**src/rtl/program_loader.sv**
```systemverilog
// rtl/program_loader.sv - byte-stream boot loader that writes 16-bit words into instruction memory
module program_loader #(
  parameter logic [7:0]  SYNC_BYTE = 8'hA5,
  parameter int unsigned TIMEOUT   = 1024
) (
  input  logic        clk,
  input  logic        reset,
  input  logic        in_valid,
  input  logic [7:0]  in_data,
  output logic        in_ready,
  output logic        mem_we,
  output logic [15:0] mem_addr,
  output logic [15:0] mem_wdata,
  output logic        cpu_reset,
  output logic        done,
  output logic        err,
  output logic [1:0]  err_code,
  output logic [7:0]  load_count
);

  localparam int IW = $clog2(TIMEOUT + 1);

  typedef enum logic [2:0] {
    IDLE, COUNT, HI, LO, CHECK, DONE, ERROR
  } state_t;

  state_t          state, next_state;
  logic [7:0]      word_cnt;
  logic [7:0]      word_idx;
  logic [7:0]      hi_byte;
  logic [7:0]      checksum;
  logic [IW-1:0]   idle_cnt;
  logic            accept;
  logic            active;
  logic            timed_out;

  assign in_ready  = !reset && (state != DONE) && (state != ERROR);
  assign accept    = in_valid && in_ready;
  assign active    = (state == COUNT) || (state == HI) || (state == LO) || (state == CHECK);
  // The error edge is the one on which the idle counter would reach TIMEOUT.
  assign timed_out = active && !accept && (idle_cnt == IW'(TIMEOUT - 1));

  assign done      = (state == DONE);
  assign err       = (state == ERROR);
  assign cpu_reset = (state != DONE);

  always_ff @(posedge clk) begin
    if (reset) begin
      state <= IDLE;
    end else begin
      state <= next_state;
    end
  end

  always_comb begin
    next_state = state;
    if (timed_out) begin
      next_state = ERROR;
    end else if (accept) begin
      case (state)
        IDLE:    if (in_data == SYNC_BYTE) next_state = COUNT;
        COUNT:   next_state = (in_data == 8'd0) ? ERROR : HI;
        HI:      next_state = LO;
        LO:      next_state = ((word_idx + 8'd1) == word_cnt) ? CHECK : HI;
        CHECK:   next_state = (in_data == checksum) ? DONE : ERROR;
        default: next_state = state;
      endcase
    end
  end

  always_ff @(posedge clk) begin
    if (reset) begin
      mem_we     <= 1'b0;
      mem_addr   <= 16'h0000;
      mem_wdata  <= 16'h0000;
      err_code   <= 2'd0;
      load_count <= 8'd0;
      word_cnt   <= 8'd0;
      word_idx   <= 8'd0;
      hi_byte    <= 8'd0;
      checksum   <= 8'd0;
      idle_cnt   <= '0;
    end else begin
      mem_we <= 1'b0;

      if (active && !accept) begin
        idle_cnt <= idle_cnt + 1'b1;
      end else begin
        idle_cnt <= '0;
      end

      if (timed_out) begin
        err_code <= 2'd3;
      end else if (accept) begin
        case (state)
          COUNT: begin
            if (in_data == 8'd0) begin
              err_code <= 2'd1;
            end else begin
              word_cnt <= in_data;
              word_idx <= 8'd0;
              checksum <= 8'd0;
            end
          end
          HI: begin
            hi_byte  <= in_data;
            checksum <= checksum ^ in_data;
          end
          LO: begin
            mem_we     <= 1'b1;
            mem_addr   <= {8'h00, word_idx};
            mem_wdata  <= {hi_byte, in_data};
            checksum   <= checksum ^ in_data;
            word_idx   <= word_idx + 8'd1;
            load_count <= load_count + 8'd1;
          end
          CHECK: begin
            if (in_data != checksum) err_code <= 2'd2;
          end
          default: ;
        endcase
      end
    end
  end

endmodule

```
**config.mk**
```make
export PLATFORM = sky130hd
export DESIGN_NAME = program_loader
export DESIGN_NICKNAME = d
export VERILOG_FILES = /design/src/rtl/program_loader.sv
export SDC_FILE = /design/constraint.sdc
export NUM_CORES = 1
export LEC_CHECK = 0
export BUFFER_PORTS_ARGS = -buffer_cell sky130_fd_sc_hd__buf_4
export CORE_UTILIZATION = 59
export CTS_BUF_LIST = sky130_fd_sc_hd__clkbuf_8
export DETAILED_ROUTE_END_ITERATION = 10
export GPL_TIMING_DRIVEN = 0
export PLACE_DENSITY_LB_ADDON = 0.08
export SLEW_MARGIN = 20
export SYNTH_ARGS = -nofsm -noshare
export SYNTH_HDL_FRONTEND = slang
export SYNTH_SLANG_ARGS = --single-unit
```
**constraint.sdc**
```tcl
create_clock -name clk -period 2.4 [get_ports clk]
set_clock_uncertainty 0.15 [all_clocks]
set_input_delay 0.12 -clock clk [delete_from_list [all_inputs] [get_ports clk]]
set_output_delay 0.12 -clock clk [all_outputs]
set_load 0.1 [all_outputs]
```
# Word-level counts from Yosys, hierarchy flattened

Index checks and enable logic that the tools add are counted.
Widths: inputs -> output; s select.

Input port bits: 11
Register bits after elaboration: 81
Output and inout bits: 47

Mux-type cells: 16
Add/subtract/negate cells: 3
Bitwise operators: 5
Reductions and logical operators: 30
Equal/unequal tests: 18

Operators by type and width:

| cell                  | count |
|---|---|
| $pmux 8 s2            | 2 |
| $add 8x1->8 const B   | 2 |
| $eq 8x8->1            | 2 |
| $reduce_and 4->1      | 4 |
| $mux 3                | 5 |
| $pmux 3 s5            | 1 |
| $reduce_and 3->1      | 4 |
| $add 11x1->11 const B | 1 |
| $eq 11x10->1 const B  | 1 |
| $mux 2                | 5 |
| $eq 3x3->1 const B    | 3 |
| $ne 3x3->1 const B    | 3 |
| $eq 8x8->1 const B    | 1 |
| $logic_not 8->1       | 1 |
| $mux 8                | 1 |
| $ne 8x8->1            | 1 |
| $xor 8x8->8           | 1 |
| $eq 3x2->1 const B    | 2 |
| $ne 3x2->1 const B    | 2 |
| $reduce_bool 2->1     | 3 |
| $reduce_bool 6->1     | 1 |
| $reduce_or 2->1       | 3 |
| $logic_and 1x1->1     | 5 |
| $reduce_bool 5->1     | 1 |
| 10 further kinds      | 17 |

# Longest topological paths before layout

Gate-level depths: netlist (run 1).

Depth in word-level cells: 9
Mapped depth: 7
Depth with buffers taken out: 6

# Least setup slack after synthesis (run 1)

OpenSTA, ideal clock, no wires.

Path kind: flip-flop to output port
Start: register state[1]
End: output err
Stages on the path, launching flop included: 4
Arrival: 2.925 ns
Path slack: -0.795 ns
Buffers on the path: 2
Cell sequence: dfxtp_1 buf_2 buf_2 nor3b_1

Word-level cells in the longest chain between the ends: 1

Ends and longest elaborated chain:

| what                   | RTL line | source |
|---|---|---|
| from (decl)            | 27       | `state_t state, next_state;` |
| from (signal assigned) | 51       | `state <= next_state;` |
| $eq 3x3->1             | 44       | `assign err = (state == ERROR);` |
| to (decl)              | 16       | `output logic err,` |

Every way passes these cells.

# Final worst setup path (run 1)

Start: register word_idx[0]
End: register state[2]

Word-level cells in the longest chain between the ends: 6

Ends and longest elaborated chain:

| what                   | RTL line | source |
|---|---|---|
| from (decl)            | 29       | `logic [7:0] word_idx;` |
| from (signal assigned) | 114      | `word_idx <= word_idx + 8'd1;` |
| $add 8x1->8            | 64       | `LO: next_state = ((word_idx + 8'd1) == word_cnt) ? CHECK : HI;` |
| $eq 8x8->1             | 64       |  |
| $mux 3                 | 64       |  |
| $pmux 3 s5             | 60       | `case (state)` |
| $mux 3                 | 59       | `end else if (accept) begin` |
| $mux 3                 | 57       | `if (timed_out) begin` |

Every way passes these cells. The select of a mux whose other input is x is not followed.
A chain may end at the register's enable or synchronous reset.

==> results of run 1 <==
-- cell usage after synthesis, types with 5 or more instances --
master	instances	area [µm²]
dfxtp_1	81	1620
nand2_1	69	259
nor2_1	51	191
a21oi_1	46	230
xnor2_1	19	166
mux2i_1	18	180
clkbuf_1	16	60.1
buf_2	15	75.1
o21ai_1	13	65.1
xor2_1	13	114
nand3b_1	10	75.1
buf_4	8	60.1
nand4_1	8	50.1
nor3_1	8	40.0
and3_1	7	43.8
inv_1	6	22.5
nand3_1	5	25.0
or3_1	5	31.3
-- routing by layer --
layer	global-route usage [%]	part of all wire, %
met4	12.6	1.6
met3	3.85	5.3
met1	34.9	46
met2	43.4	47
met5	0	0
-- flip-flops by register name, indices dropped and copies added (netlist names) --
name        flops
err_code        2
word_cnt        8
checksum        8
state           3
mem_addr        8
word_idx        8
mem_wdata      16
hi_byte         8
mem_we          1
load_count      8
idle_cnt       11
-- layout by cell type (no fill, tap or decap), types with 13 or more instances in the layout --
cell type and instances:
nand2_1 69, clkbuf_1 16, a21oi_1 45, o21ai_1 13, dfxtp_1 81, nor2_1 51, buf_4 49, xnor2_1 19
buf_2 13, xor2_1 13, mux2i_1 18
-- cells by family after synthesis --
family,Yosys count,share of synthesized area [%]
AOI/OAI and AO/OA,83,13.1
xor gates and xnor gates,33,8.00
adders and majority gates,3,0.987
buffers and inverters,48,6.02
DFF,81,42.6
muxes,19,5.03
other,1,0.0986
and+or+nand+nor,183,24.1
-- what timing repair did --
| action | CTS | global route |
|---|---|---|
| endpoints found under the hold margin | 10 | 0 |
| endpoints found under the setup margin | 0 | 0 |
| hold buffers | 5 | 0 |
-- worst max-delay path by stage --
stage / start / to / slack (ns) / depth (start not counted)
after floorplan: state[1] / done / -0.09 / 4
after CTS: idle_cnt[0] / state[1] / 0.42 / 6
after global placement: idle_cnt[0] / state[1] / 0.46 / 6
after global routing: in_valid / mem_wdata[9] / 0.28 / 8
final: word_idx[0] / state[2] / 0.40 / 5
after detailed placement: idle_cnt[0] / state[1] / 0.44 / 6
-- per-stage QoR --
stage | instance area (µm²) | power, mW | hold slack (ns) | instances
finish | 4510 | 2.53 | 0.0281 | 595
global route | 4510 | 2.59 | 0.0389 | 595
CTS | 4510 | 2.53 | 0.0159 | 595
detailed placement | 4260 | 1.52 | 0.298 | 574
global placement | 4260 | 1.52 | 0.289 | 574
floorplan | 3850 | 1.50 | 0.149 | 458
-- area by class of cell --
class                      count  share of cell area, %
clock inverter                 7                   1.69
tap                           75                   2.08
inverter                       8                  0.750
timing repair buffer          46                   7.94
buffer                        40                   4.69
sequential                    81                   36.0
clock buffer                   9                   2.75
multi-input combinational    329                   44.1
-- critical path: stages, from the launching register on --
cell	delay [ns]
dfxtp_1	0.48
ha_1	0.30
and3_1	0.31
a31oi_1	0.11
o31ai_1	0.40
o41ai_2	0.12
-- power breakdown --
group	total [mW]	switching [mW]	internal [mW]
Combinational	0.155	0.120	0.0344
Clock	1.03	0.538	0.490
Sequential	1.34	0.000159	1.34
Total	2.53	0.659	1.87
==> results by group, run 1 <==
Outcome
  • Status: finished, final reports clean

Synthesis
  • Netlist cell types: 55
  • Mapped cell area: 3800 µm²
  • Syn avg cell area: 8.43 µm²
  • Register area share after synthesis: 42.6%
  • Syn. warnings: 0
  • EDFF count, synth: 0
  • Register bit total from synthesis: 81
  • Asr flop ratio synth: 0%
  • Most used DFF post-synth: dfxtp_1
  • Gate Count Post-Synth: 451

GRT
  • GRT Overall Usage: 26.7%
  • Global-route wire length before repair: 13.5 mm
  • Largest net degree at the start of global routing: 16
  • Initial antenna violation count: 0
  • Gr ovfl total: 0
  • Vias in the first global route: 2,882

STA
  • Setup violations, final: 0
  • RSZ-0062 raised after global routing: false
  • Final Cycle Share: 83.3%
  • Setup TNS Final: 0 ns
  • Least-Margin Pin Slew: 0.590 ns
  • Final Max Slew Viols: 0
  • Max Fclk: 500 MHz
  • Worst relative slew slack: 60.7%
  • Endpoints failing hold: 0
  • Final min period: 2.00 ns
  • Setup slack after layout: 0.401 ns

Finish
  • Layout Area Growth over Synthesis: 18.5%
  • Register area: 1620 µm²
  • Filler cells: 463
  • Final design utilization: 74.3%
  • Inserted Diodes: 0
  • Share of layout cells above drive strength 1: 18.5%
  • Fin nets: 529
  • Area of the multi-input gates: 1990 µm²

Worst setup path
  • CP Class: flop to flop
  • CP startpoint kind: flop
  • Required @ worst endpoint: 2.49 ns
  • Crit Path Max Fanout: 7
  • Worst R2R Path Depth: 5
  • Crit path arrival time: 2.09 ns
  • R2r startpoint: word_idx[0]
  • Crit. End Element: flop
  • Worst reg2reg path endpoint: state[2]
  • Reg-to-reg slack, setup: 0.40 ns

Clock tree
  • CTS Buffer Depth: 2
  • CTS root buf: clkbuf_8
  • Resized cells post-CTS: 0
  • Clk sink count: 81
  • Clock-pin slew on the worst setup and hold paths: 0.09 ns
  • TritonCTS clock tree: yes
  • Post-CTS Setup Inserts: 0
  • CTS Buf Count: 9
  • Worst-Skew Late Latency: 0.36 ns
  • H-tree lvl count: 3

Place
  • Post-DP HPWL: 6.01 mm
  • DP Worst Slack: 0.438 ns
  • Gp weighted congestion: 0.887
  • Port buffer count: 41

Floorplan
  • Die W: 82.3 µm
  • Initial Utilization: 62.7%
  • Core footprint: 6060 µm²
  • Chip height: 82.3 µm
  • FP Rows: 28
  • Die area: 6770 µm²
  • Io pins: 58

Worst hold path
  • Hold Path Cell Cnt: 3
  • Min-Delay Startpoint: in_data[4]
  • HP Class: input pin to flop
  • Min-Delay Endpoint: mem_wdata[4]

Routing
  • Wire per inst: 14.3 µm
  • Vias: 3,298
  • Total Wirelength: 8.54 mm
  • DRC: 0
  • Via density: 5.54
  • Antenna viol nets, final: 0
  • Starting DRT DRC Count: 213
  • Pre-antenna DRT Iters: 4

Pwr
  • Pwr Density: 560 nW/µm²
  • Peak supply drop: 0.448 mV
  • Pleak: 1.69 nW

Job
  • MaxCap Viol Count: 0
Power figures use the tool's default switching activity.
==> run 2, diff against run 1 <==
==> constraint.sdc (replaced) <==
create_clock -name clk -period 1.92 [get_ports clk]
set_clock_uncertainty 0.15 [all_clocks]
set_input_delay 0.096 -clock clk [delete_from_list [all_inputs] [get_ports clk]]
set_output_delay 0.096 -clock clk [all_outputs]
set_load 0.1 [all_outputs]
==> results by group, run 2 (synthesis gave the netlist of run 1 again) <==
Outcome
  • Status: finished, final reports clean (unchanged)

Worst hold path
  • Min-Delay Endpoint: state[0] (was mem_wdata[4])
  • HP Class: input pin to flop (unchanged)
  • Hold Path Cell Cnt: 4 (was 3)
  • Min-Delay Startpoint: in_valid (was in_data[4])

Worst setup path
  • Required @ worst endpoint: 2.06 ns (was 2.49 ns)
  • Reg-to-reg slack, setup: 0.04 ns (was 0.40 ns)
  • Cell Chain, Critical Path: ha_4 -> and4_4 -> nand4_4 -> or4_4 -> a41o_1 -> nand4_1 (was ha_1 -> and3_1 -> a31oi_1 -> o31ai_1 -> o41ai_2)
  • Worst path max stage delay: 0.50 ns (was 0.48 ns)
  • CP startpoint kind: flop (unchanged)
  • CP Class: flop to flop (unchanged)
  • Worst R2R Path Depth: 6 (was 5)
  • Worst reg2reg path endpoint: state[1] (was state[2])
  • R2r startpoint: idle_cnt[0] (was word_idx[0])
  • Slowest CP cell: or4_4 (was dfxtp_1)
  • Crit. End Element: flop (unchanged)
  • Crit Path Max Fanout: 4 (was 7)
  • Crit path arrival time: 2.02 ns (was 2.09 ns)

Routing
  • Vias: 3,350 (was 3,298)
  • Wire per inst: 15.1 µm (was 14.3 µm)
  • Starting DRT DRC Count: 243 (was 213)
  • Antenna viol nets, final: 0 (unchanged)
  • Pre-antenna DRT Iters: 5 (was 4)
  • Total Wirelength: 9.00 mm (was 8.54 mm)
  • Via density: 5.62 (was 5.54)
  • DRC: 0 (unchanged)

Floorplan
  • Chip height: 82.3 µm (unchanged)
  • Io pins: 58 (unchanged)
  • Die area: 6770 µm² (unchanged)
  • FP Rows: 28 (unchanged)
  • Core footprint: 6060 µm² (unchanged)
  • Die W: 82.3 µm (unchanged)
  • Initial Utilization: 62.7% (unchanged)

Finish
  • Inserted Diodes: 0 (unchanged)
  • Largest reg by FF count: mem_wdata (unchanged)
  • Fin nets: 530 (was 529)
  • Layout Area Growth over Synthesis: 20.9% (was 18.5%)
  • Commonest non-fill, non-tap cell in the layout: dfxtp_1 (unchanged)
  • Final Instance Area: 4600 µm² (was 4510 µm²)
  • Post-Layout Cell Count: 596 (was 595)
  • Max reg flops: 16 (unchanged)
  • Share of layout cells above drive strength 1: 23.0% (was 18.5%)
  • Largest regs: mem_wdata (16), idle_cnt (11) (unchanged)
  • Most frequent cells in the layout: dfxtp_1, nand2_1, buf_4 (was dfxtp_1, nand2_1, nor2_1)

Pwr
  • Sw Ratio: 25.5% (was 26.1%)
  • Combinational share of power: 6.6% (was 6.1%)
  • Part of the power in registers: 55.4% (was 53.2%)
  • Clock power share: 38.0% (was 40.7%)
  • Peak supply drop: 0.456 mV (was 0.448 mV)
  • Pwr Density: 658 nW/µm² (was 560 nW/µm²)
  • Pleak: 1.71 nW (was 1.69 nW)
  • Total internal power: 2.26 mW (was 1.87 mW)
  • Psw: 0.771 mW (was 0.659 mW)

STA
  • Setup violations, final: 0 (unchanged)
  • Setup TNS Final: 0 ns (unchanged)
  • Final Max Slew Viols: 0 (unchanged)
  • Least-Margin Pin Slew: 0.601 ns (was 0.590 ns)
  • Final min period: 1.88 ns (was 2.00 ns)
  • Final Cycle Share: 97.9% (was 83.3%)
  • Worst relative slew slack: 59.9% (was 60.7%)
  • Max Fclk: 532 MHz (was 500 MHz)
  • RSZ-0062 raised after global routing: true (was false)
  • Endpoints failing hold: 0 (unchanged)

Clock tree
  • H-tree lvl count: 3 (unchanged)
  • TritonCTS clock tree: yes (unchanged)
  • CTS Buf Count: 9 (unchanged)
  • Clk sink count: 81 (unchanged)
  • Worst-Skew Late Latency: 0.35 ns (was 0.36 ns)
  • CTS root buf: clkbuf_8 (unchanged)
  • Clock-pin slew on the worst setup and hold paths: 0.08 ns (was 0.09 ns)
  • CTS Buffer Depth: 2 (unchanged)

Place
  • Port buffer count: 41 (unchanged)
  • Post-DP HPWL: 6.16 mm (was 6.01 mm)
  • Gp weighted congestion: 0.932 (was 0.887)
  • Post-Place Cell Area: 4260 µm² (about the same)
  • Inst Count DP: 574 (unchanged)

GRT
  • GRT Overall Usage: 27.2% (was 26.7%)
  • Gr ovfl total: 0 (unchanged)
  • Global-route wire length before repair: 13.7 mm (was 13.5 mm)
  • Vias in the first global route: 2,884 (was 2,882)
  • Largest net degree at the start of global routing: 14 (was 16)
  • Initial antenna violation count: 0 (unchanged)

Job
  • MaxCap Viol Count: 0 (unchanged)
run 2: area by class of cell:
cell class                      count  area (µm²)
Buffer                             40         225
Clock buffer                       11         151
Clock inverter                      5        30.0
Fill cell                         479        1470
Inverter                            8        33.8
Multi-Input combinational cell    329        2060
Sequential cell                    81        1630
Tap cell                           75        93.8
Timing Repair Buffer               47         365
run 2: timing repair:
| item | in CTS | in global routing |
|---|---|---|
| gates resized for setup | 5 | 28 |
| pin swaps | 0 | 7 |
| buffers inserted | 1 | 0 |
| hold buffers | 5 | 0 |
| endpoints found under the hold margin | 12 | 0 |
| endpoints found under the setup margin | 5 | 47 |
run 2: per-layer routing:
layer	routed length, µm	vias to the layer above	share of wire (%)	global-route usage, %
met2	4340	103	48	44.4
met1	4120	1586	46	35.6
li1	-	1649	-	-
met4	148	0	1.6	10.7
met5	0	-	0	0
met3	389	12	4.3	4.73
run 2: power by group through the flow:
| stage | registers, mW | clock network, mW | logic (mW) |
|---|---|---|---|
| final | 1.68 | 1.15 | 0.199 |
| after floorplan | 1.72 | 0 | 0.151 |
| after CTS | 1.68 | 1.16 | 0.192 |
| after detailed placement | 1.72 | 0 | 0.184 |
| after global routing | 1.68 | 1.23 | 0.208 |
| after global placement | 1.72 | 0 | 0.184 |
run 2: how the worst max path moves through the flow:
stage	start	to	slack [ns]	depth (start not counted)
6_report	idle_cnt[0]	state[1]	0.04	6
5_1_grt	in_data[6]	word_idx[5]	-0.03	7
4_1_cts	idle_cnt[0]	state[1]	0.004	6
3_5_place_dp	idle_cnt[0]	state[2]	-0.03	6
3_3_place_gp	idle_cnt[0]	state[1]	-0.02	6
2_1_floorplan	state[1]	done	-0.55	4
run 2: critical path, delay by kind of cell (launching register included):
family / cells / cell delay, ns
AO/OA/AOI/OAI: 1 / 0.20
AND/OR/NAND/NOR: 4 / 0.95
adder cells (fa/ha/maj): 1 / 0.14
flip-flops: 1 / 0.37
run 2: through the flow:
step,hold WS [ns],power (mW),setup slack (ns),util (%)
after floorplan,0.125,1.87,-0.548,-
after global placement,0.290,1.90,-0.0184,70.3
after detailed placement,0.299,1.90,-0.0323,70.3
after CTS,0.0136,3.03,0.00404,74.5
after global routing,0.0656,3.12,-0.0289,75.8
final,0.0289,3.03,0.0406,75.8
